`config.mk`:
```
export PLATFORM = sky130hd
export DESIGN_NAME = cpu_board_ctrl
export DESIGN_NICKNAME = d
export VERILOG_FILES = /design/src/rtl/cpu_board_ctrl.sv
export SDC_FILE = /design/constraint.sdc
export NUM_CORES = 1
export LEC_CHECK = 0
export BUFFER_PORTS_ARGS = -buffer_cell sky130_fd_sc_hd__buf_2
export CORE_AREA = 2 2 117 119
export DETAILED_ROUTE_END_ITERATION = 12
export DIE_AREA = 0 0 119 121
export HOLD_SLACK_MARGIN = 0.08
export PLACE_DENSITY_LB_ADDON = 0.25
export SLEW_MARGIN = 20
export SYNTH_ARGS = -nofsm -noshare
export SYNTH_HDL_FRONTEND = slang
export SYNTH_SLANG_ARGS = --single-unit
```
`constraint.sdc`:
```
create_clock -name clk1 -period 5.6 [get_ports clk1]
set_input_delay 1.12 -clock clk1 [delete_from_list [all_inputs] [get_ports clk1]]
set_output_delay 1.12 -clock clk1 [all_outputs]
set_load 0.1 [all_outputs]
```
`src/rtl/cpu_board_ctrl.sv`:
```
// Board front end for the 4-bit CPU: button conditioning, step/run clock-enable
// generation and a hex 7-segment display with leading-zero blanking.
//
// state   | meaning
// ST_STEP | single-step: each debounced step press issues one cpu_ce pulse
// ST_RUN  | free-run: prescaler wrap issues cpu_ce, step presses ignored
module cpu_board_ctrl #(
   parameter int DATA_W       = 8,
   parameter int NUM_DIGITS   = 6,
   parameter int DEBOUNCE_CYC = 500000,
   parameter int RUN_DIV      = 25000000
) (
   input  logic                    clk1,
   input  logic                    rst_n,
   input  logic                    btn_step,
   input  logic                    btn_mode,
   input  logic [DATA_W-1:0]       value,
   input  logic                    blank_lz,
   output logic                    cpu_ce,
   output logic                    run_mode,
   output logic [15:0]             step_cnt,
   output logic [8*NUM_DIGITS-1:0] hex
);

   localparam int ND   = (DATA_W + 3) / 4;
   localparam int DB_W = (DEBOUNCE_CYC > 2) ? $clog2(DEBOUNCE_CYC) : 1;
   localparam int PS_W = (RUN_DIV > 2) ? $clog2(RUN_DIV) : 1;
   localparam logic [DB_W-1:0] DB_TC = DB_W'(DEBOUNCE_CYC - 1);
   localparam logic [PS_W-1:0] PS_TC = PS_W'(RUN_DIV - 1);

   typedef enum logic {ST_STEP = 1'b0, ST_RUN = 1'b1} state_t;

   // index 0 = step button, index 1 = mode button
   logic [1:0]      btn_raw;
   logic [1:0]      sync1, sync2, db, db_d, press;
   logic [DB_W-1:0] db_cnt [2];

   state_t          state, state_nxt;
   logic [PS_W-1:0] presc, presc_nxt;
   logic            cpu_ce_nxt;

   logic [DATA_W-1:0]       val_q;
   logic [4*ND-1:0]         val_ext;
   logic [8*NUM_DIGITS-1:0] hex_nxt;
   logic [3:0]              nib;
   logic                    nz_above;

   assign btn_raw  = {btn_mode, btn_step};
   assign run_mode = (state == ST_RUN);

   // press is taken from the registered debounced edge so the pulse is glitch-free
   always_ff @(posedge clk1 or negedge rst_n) begin
      if (!rst_n) begin
         sync1     <= '1;
         sync2     <= '1;
         db        <= '1;
         db_d      <= '1;
         press     <= '0;
         db_cnt[0] <= '0;
         db_cnt[1] <= '0;
      end else begin
         sync1 <= btn_raw;
         sync2 <= sync1;
         db_d  <= db;
         press <= db_d & ~db;
         for (int b = 0; b < 2; b++) begin
            if (sync2[b] == db[b]) begin
               db_cnt[b] <= '0;
            end else if (db_cnt[b] == DB_TC) begin
               db[b]     <= sync2[b];
               db_cnt[b] <= '0;
            end else begin
               db_cnt[b] <= db_cnt[b] + DB_W'(1);
            end
         end
      end
   end

   always_ff @(posedge clk1 or negedge rst_n) begin
      if (!rst_n) begin
         state    <= ST_STEP;
         presc    <= '0;
         cpu_ce   <= 1'b0;
         step_cnt <= '0;
      end else begin
         state    <= state_nxt;
         presc    <= presc_nxt;
         cpu_ce   <= cpu_ce_nxt;
         step_cnt <= step_cnt + 16'(cpu_ce);
      end
   end

   // a mode press wins over a coincident step press or prescaler wrap
   always_comb begin
      state_nxt  = state;
      presc_nxt  = presc;
      cpu_ce_nxt = 1'b0;
      if (press[1]) begin
         state_nxt = (state == ST_STEP) ? ST_RUN : ST_STEP;
         presc_nxt = '0;
      end else begin
         case (state)
            ST_STEP: cpu_ce_nxt = press[0];
            ST_RUN: begin
               if (presc == PS_TC) begin
                  presc_nxt  = '0;
                  cpu_ce_nxt = 1'b1;
               end else begin
                  presc_nxt = presc + PS_W'(1);
               end
            end
            default: state_nxt = ST_STEP;
         endcase
      end
   end

   function automatic logic [7:0] seg7(input logic [3:0] n);
      case (n)
         4'h0: seg7 = 8'hC0;
         4'h1: seg7 = 8'hF9;
         4'h2: seg7 = 8'hA4;
         4'h3: seg7 = 8'hB0;
         4'h4: seg7 = 8'h99;
         4'h5: seg7 = 8'h92;
         4'h6: seg7 = 8'h82;
         4'h7: seg7 = 8'hF8;
         4'h8: seg7 = 8'h80;
         4'h9: seg7 = 8'h90;
         4'hA: seg7 = 8'h88;
         4'hB: seg7 = 8'h83;
         4'hC: seg7 = 8'hC6;
         4'hD: seg7 = 8'hA1;
         4'hE: seg7 = 8'h86;
         default: seg7 = 8'h8E;
      endcase
   endfunction

   always_comb begin
      val_ext               = '0;
      val_ext[DATA_W-1:0]   = val_q;
      hex_nxt               = '1;
      nib                   = '0;
      nz_above              = 1'b0;
      // scan from the MSB nibble so blanking stops at the first nonzero digit
      for (int i = ND - 1; i >= 0; i--) begin
         nib      = val_ext[4*i +: 4];
         nz_above = nz_above | (nib != 4'h0);
         if (!blank_lz || nz_above || (i == 0))
            hex_nxt[8*i +: 8] = seg7(nib);
      end
      hex_nxt[7] = ~run_mode;
   end

   always_ff @(posedge clk1 or negedge rst_n) begin
      if (!rst_n) begin
         val_q <= '0;
         hex   <= '1;
      end else begin
         val_q <= value;
         hex   <= hex_nxt;
      end
   end

endmodule

```
# Word level (Yosys, flattened, before mapping)

Memory sizes are Yosys's and may differ from the RTL's. A register that Yosys moved wholly into a read port is not among the register bits.
Index checks and enable logic that the tools add are counted.

Reductions and logical operators: 7
Bitwise gates (word level): 5
Add/subtract/negate cells: 4
Multiplexer cells: 12
Equal/unequal tests: 5

Operator list:

| kind                                                            | count |
|---|---|
| 19-bit 2-to-1 mux                                               | 4 |
| 25-bit 2-to-1 mux                                               | 3 |
| 19-bit by 1-bit adder with 19-bit output, second input constant | 2 |
| 19-bit equality test, second input constant                     | 2 |
| 25-bit by 1-bit adder with 25-bit output, second input constant | 1 |
| 25-bit equality test, second input constant                     | 1 |
| 16-bit by 1-bit adder with 16-bit output                        | 1 |
| 8-bit 2-to-1 mux                                                | 1 |
| 2-bit AND reduction                                             | 2 |
| 4-bit nonzero test                                              | 1 |
| 1-bit 2-to-1 mux                                                | 3 |
| 1-bit inverter                                                  | 3 |
| 2-bit AND                                                       | 1 |
| 1-bit equality test                                             | 2 |
| 1-bit zero test                                                 | 2 |
| 2-bit inverter                                                  | 1 |
| 1-bit case mux with 2 select lines                              | 1 |
| 2-bit nonzero test                                              | 1 |
| 1-bit logical OR                                                | 1 |

Input port bits: 13
Register bits after elaboration: 115
Memories kept: 2
ROM bits: 224

Memory list:

| name            | depth | bits a word | read ports | clocked after memory_dff | write ports | RTL line | text |
|---|---|---|---|---|---|---|---|
| (no name shown) | 16    | 7           | 1          | 0                        | 0           | 118      | `case (n)` |
| (no name shown) | 16    | 7           | 1          | 1                        | 0           | 118      |  |

# Logic depth before layout (Yosys ltp)

Depth in word-level cells: 4
Depth in mapped cells: 7
Gate-level depth less buffers: 6

# Worst setup path before layout

Ideal clock, no wire load.

Kind: reg2reg
From: register step_cnt[0]
To: register step_cnt[12]
Path buffers: 0
Stages on the path, launching flop included: 6
Path slack: 3465 ps
Clock period less this slack: 2135 ps
Data arrival time: 1976 ps
Cell sequence: dfrtp_1 -> ha_1 -> ha_1 -> and4_1 -> nand3_1 -> xnor2_1

Cells in the longest elaborated chain, start to end: 1

Ends and longest elaborated chain:

| item                                     | RTL line | text |
|---|---|---|
| start, declared                          | 21       | `output logic [15:0] step_cnt,` |
| start signal, assigned                   | 89       | `step_cnt <= step_cnt + 16'(cpu_ce);` |
| 16-bit by 1-bit adder with 16-bit output | 89       |  |

Every way passes these cells.
A chain may end at the register's enable or synchronous reset.

# Final worst setup path

From: register state (netlist: run_mode)
To: output port run_mode

RTL lines:

| item                   | RTL line | text |
|---|---|---|
| start, declared        | 38       | `state_t state, state_nxt;` |
| start signal, assigned | 86       | `state <= state_nxt;` |
| end, declared          | 20       | `output logic run_mode,` |

No word-level cell between the ends.

==> reports/qor_table.md <==
| Parameter | Value |
|---|---|
| Maximum capacitance violations | 0 |
| Slew Limit Fails | 0 |
| Upper clock frequency limit | 358 MHz |
| Number of vias after detailed routing | 4191 |
| Proportion of power drawn by combinational gates | 10.9% |
| Mean area per synthesized cell | 10.1 um^2 |
| Full die area | 14400 um^2 |
| R2r startpoint | run_mode |
| Detailed-routing iteration count for the pre-antenna-repair pass | 6 |
| Most used flip-flop cell after synthesis | dfrtp_1 |
| Sum of buffers and inverters on the critical path | 1 |
| First-pass GRT wire length | 19100 um |
| Crit path arrival time | 1.67 ns |
| Num CTS Buffers | 17 |
| Source of the critical timing path | run_mode |
| Final number of hold-violating endpoints | 0 |
| Initial core utilization | 44.2% |
| Vias in the first global route | 4071 |
| Pint | 1.55 mW |
| Drt initial violations | 276 |
| Startpoint type of the worst setup path | flop |
| Smallest setup slack after layout | 2.81 ns |
| Placer's final routability congestion estimate | 0.795 |
| Number of buffers added on ports | 45 |
| Net Switching | 598 uW |
| Number of DRC violations after detailed routing | 0 |
| Share of the cycle needed by the critical path after routing | 49.8% |
| DP HPWL | 7350 um |
| Worst setup path category | flop to output port |
| Detail-routed via count per cell | 5.15 |
| Leak Pwr | 2.98 nW |
| Category of cells accounting for the largest share of critical-path delay | flip-flops |
| Slowest-stage cell, CP | dfrtp_1 |
| Share of power burned in registers | 40.1% |
| Overall track demand over capacity in global routing | 16.4% |
| Hold WC Path Type | flop to flop |
| Crit path required time | 4.48 ns |
| Width of the die | 119 um |
| Post-synthesis to final-layout area growth | 15.3% |
| Count of boundary I/O pins | 79 |
| Number of sinks handled by clock tree synthesis | 114 |
| Maximum fanout along the worst path | 17 |
| Number of inserted diodes | 0 |
| Clock network fraction of total power | 49.0% |
| DP Worst Slack | 3.00 ns |
| Std cell rows | 42 |
| Ratio of cells with drive above 1 in the final layout | 18.7% |
| CTS tree | yes |
| Buffers inserted during post-CTS setup optimization | 0 |
| Post-synth EDFFs | 0 |
| Setup violators final | 0 |
| Syn. warnings | 0 |
| Net count reported at finish | 654 |
| Flip-flop and latch count after synthesis | 114 |
| Number of cells produced by synthesis | 575 |
| Clk Tree Root Cell | clkbuf_16 |
| Post-synthesis cell type count | 56 |
| Later-pin clock latency in the skew report | 0.41 ns |
| Critical-path cell list | buf_2 |
| Unrepaired setup endpoints after global routing | no |
| Switching Fraction | 27.8% |
| Total grt overflow | 0 |
| Power per unit of standard cell area | 322 nW/um^2 |
| Clock-pin transition on the worst setup and hold timing paths | 0.05 ns |
| Shortest clock period the worst path allows after layout | 2.79 ns |
| Clock skew | 0.00805 ns |
| Final routed wire length divided by cell count | 13.2 um |
| Chip Height | 121 um |
| Relative slew slack | 36.2% |
| Post-detailed-routing wire length | 10800 um |
| CTS-repair resized insts | 0 |
| Slew at the pin with the worst max-slew slack | 0.958 ns |
| Fillcell total | 1202 |
| Total core area | 13100 um^2 |
| Final ANT Viol Nets | 0 |
| Max clock buf depth | 2 |
| Sequential cell area fraction in the yosys report | 49.8% |
| Largest net degree at the start of global routing | 82 |
| Post-synth design cell area | 5790 um^2 |
| Delay of the slowest critical-path stage | 0.72 ns |
| H-Tree Depth | 4 |
| CTS hold repair buffers | 0 |
| Number of antenna violations at the first check in global routing | 0 |
| Maximum VDD drop | 0.208 mV |
| Sum of negative setup slack | 0 ns |
| Launch point of the worst hold path | sync1[1] |
| Run status | finished clean |
| Async set-reset flop share out of synthesis | 100% |
| Kind of capture point of the worst setup path | output port |
-- synthesized netlist by cell type (5+ instances only) --
cell	n	area, um^2
o21ai_0	13	65.1
ha_1	17	213
inv_1	20	75.1
mux2i_1	5	50.1
or4_1	7	52.6
clkbuf_1	12	45.0
a31oi_1	5	31.3
xor2_1	26	228
and3_1	11	68.8
or2_2	8	50.1
nor3_1	11	55.1
nand4_1	20	125
o211ai_1	5	37.5
xnor2_1	28	245
dfstp_2	23	604
nand2_1	37	139
nor4_1	6	37.5
buf_4	33	248
nor2_1	69	259
dfrtp_1	91	2280
nand3_1	29	145
a21oi_1	26	130
or3_1	8	50.1
nor2b_1	9	56.3
-- final timing paths --
path / endpoint / slack [ns] / depth (start not counted)
setup / recovery: run_mode / 2.81 / 1
hold / removal: sync2[1] / 0.35 / 0
setup reg to reg: presc[9] / 2.97 / 4
hold reg to reg: sync2[1] / 0.35 / 0
max in group asynchronous: hex[7] / 4.27 / 2
min in group asynchronous: val_ext[2] / 0.60 / 1
-- per-stage QoR --
step / area [um^2] / cells / utilization (%) / power [mW] / hold WS [ns]
6_report: 6670 / 813 / 51.0 / 2.15 / 0.355
5_1_grt: 6670 / 813 / 51.0 / 2.23 / 0.366
4_1_cts: 6640 / 812 / 50.8 / 2.17 / 0.357
3_5_place_dp: 6050 / 780 / 46.3 / 1.11 / 0.349
3_3_place_gp: 6050 / 780 / 46.3 / 1.11 / 0.348
2_1_floorplan: 5910 / 607 / - / 1.09 / 0.345
-- logic make-up after synthesis --
kind of cell / share of synthesized area (%)
and+or+nand+nor: 22.2
DFF: 49.8
AOI/OAI and AO/OA: 7.80
buffers and inverters: 6.64
xor gates and xnor gates: 8.17
adders and majority gates: 3.67
muxes: 1.64
other: 0.0648
-- power by group through the flow --
stage	Combinational, mW	Sequential (mW)	Clock (mW)
6_report	0.234	0.863	1.05
5_1_grt	0.248	0.866	1.12
3_3_place_gp	0.232	0.876	0
4_1_cts	0.234	0.863	1.08
2_1_floorplan	0.150	0.942	0
3_5_place_dp	0.234	0.877	0
-- state kept, by name, summed over array words and instances (netlist names) --
register / count
db: 2
hex: 15
sync2: 2
presc: 25
step_cnt: 16
run_mode: 1
cpu_ce: 1
val_ext: 8
db_cnt: 38
press: 2
db_d: 2
sync1: 2
-- cell usage in the layout, fill, tap and decap left out, types with 23 or more instances in the layout --
cell type / n
nand3_1: 29
buf_2: 44
xor2_1: 26
dfstp_2: 23
nand2_1: 37
conb_1: 33
xnor2_1: 28
dfrtp_1: 91
nor2_1: 69
a21oi_1: 26
-- layout make-up --
| class | count | area, um^2 | share of cell area (%) |
|---|---|---|---|
| repair buffers | 47 | 263 | 3.94 |
| clock buffers | 19 | 453 | 6.79 |
| multi-input cells | 424 | 2640 | 39.6 |
| inverters | 20 | 75.1 | 1.13 |
| flip-flops and latches | 114 | 2880 | 43.2 |
| clock inverters | 13 | 136 | 2.04 |
| well taps | 176 | 220 | 3.30 |
-- layer usage --
layer	GRT usage, %	part of all wire (%)
met1	20.6	45
met2	26.7	49
met3	4.70	4.7
met4	6.70	1.3
met5	0	0
Power figures use the tool's default switching activity.
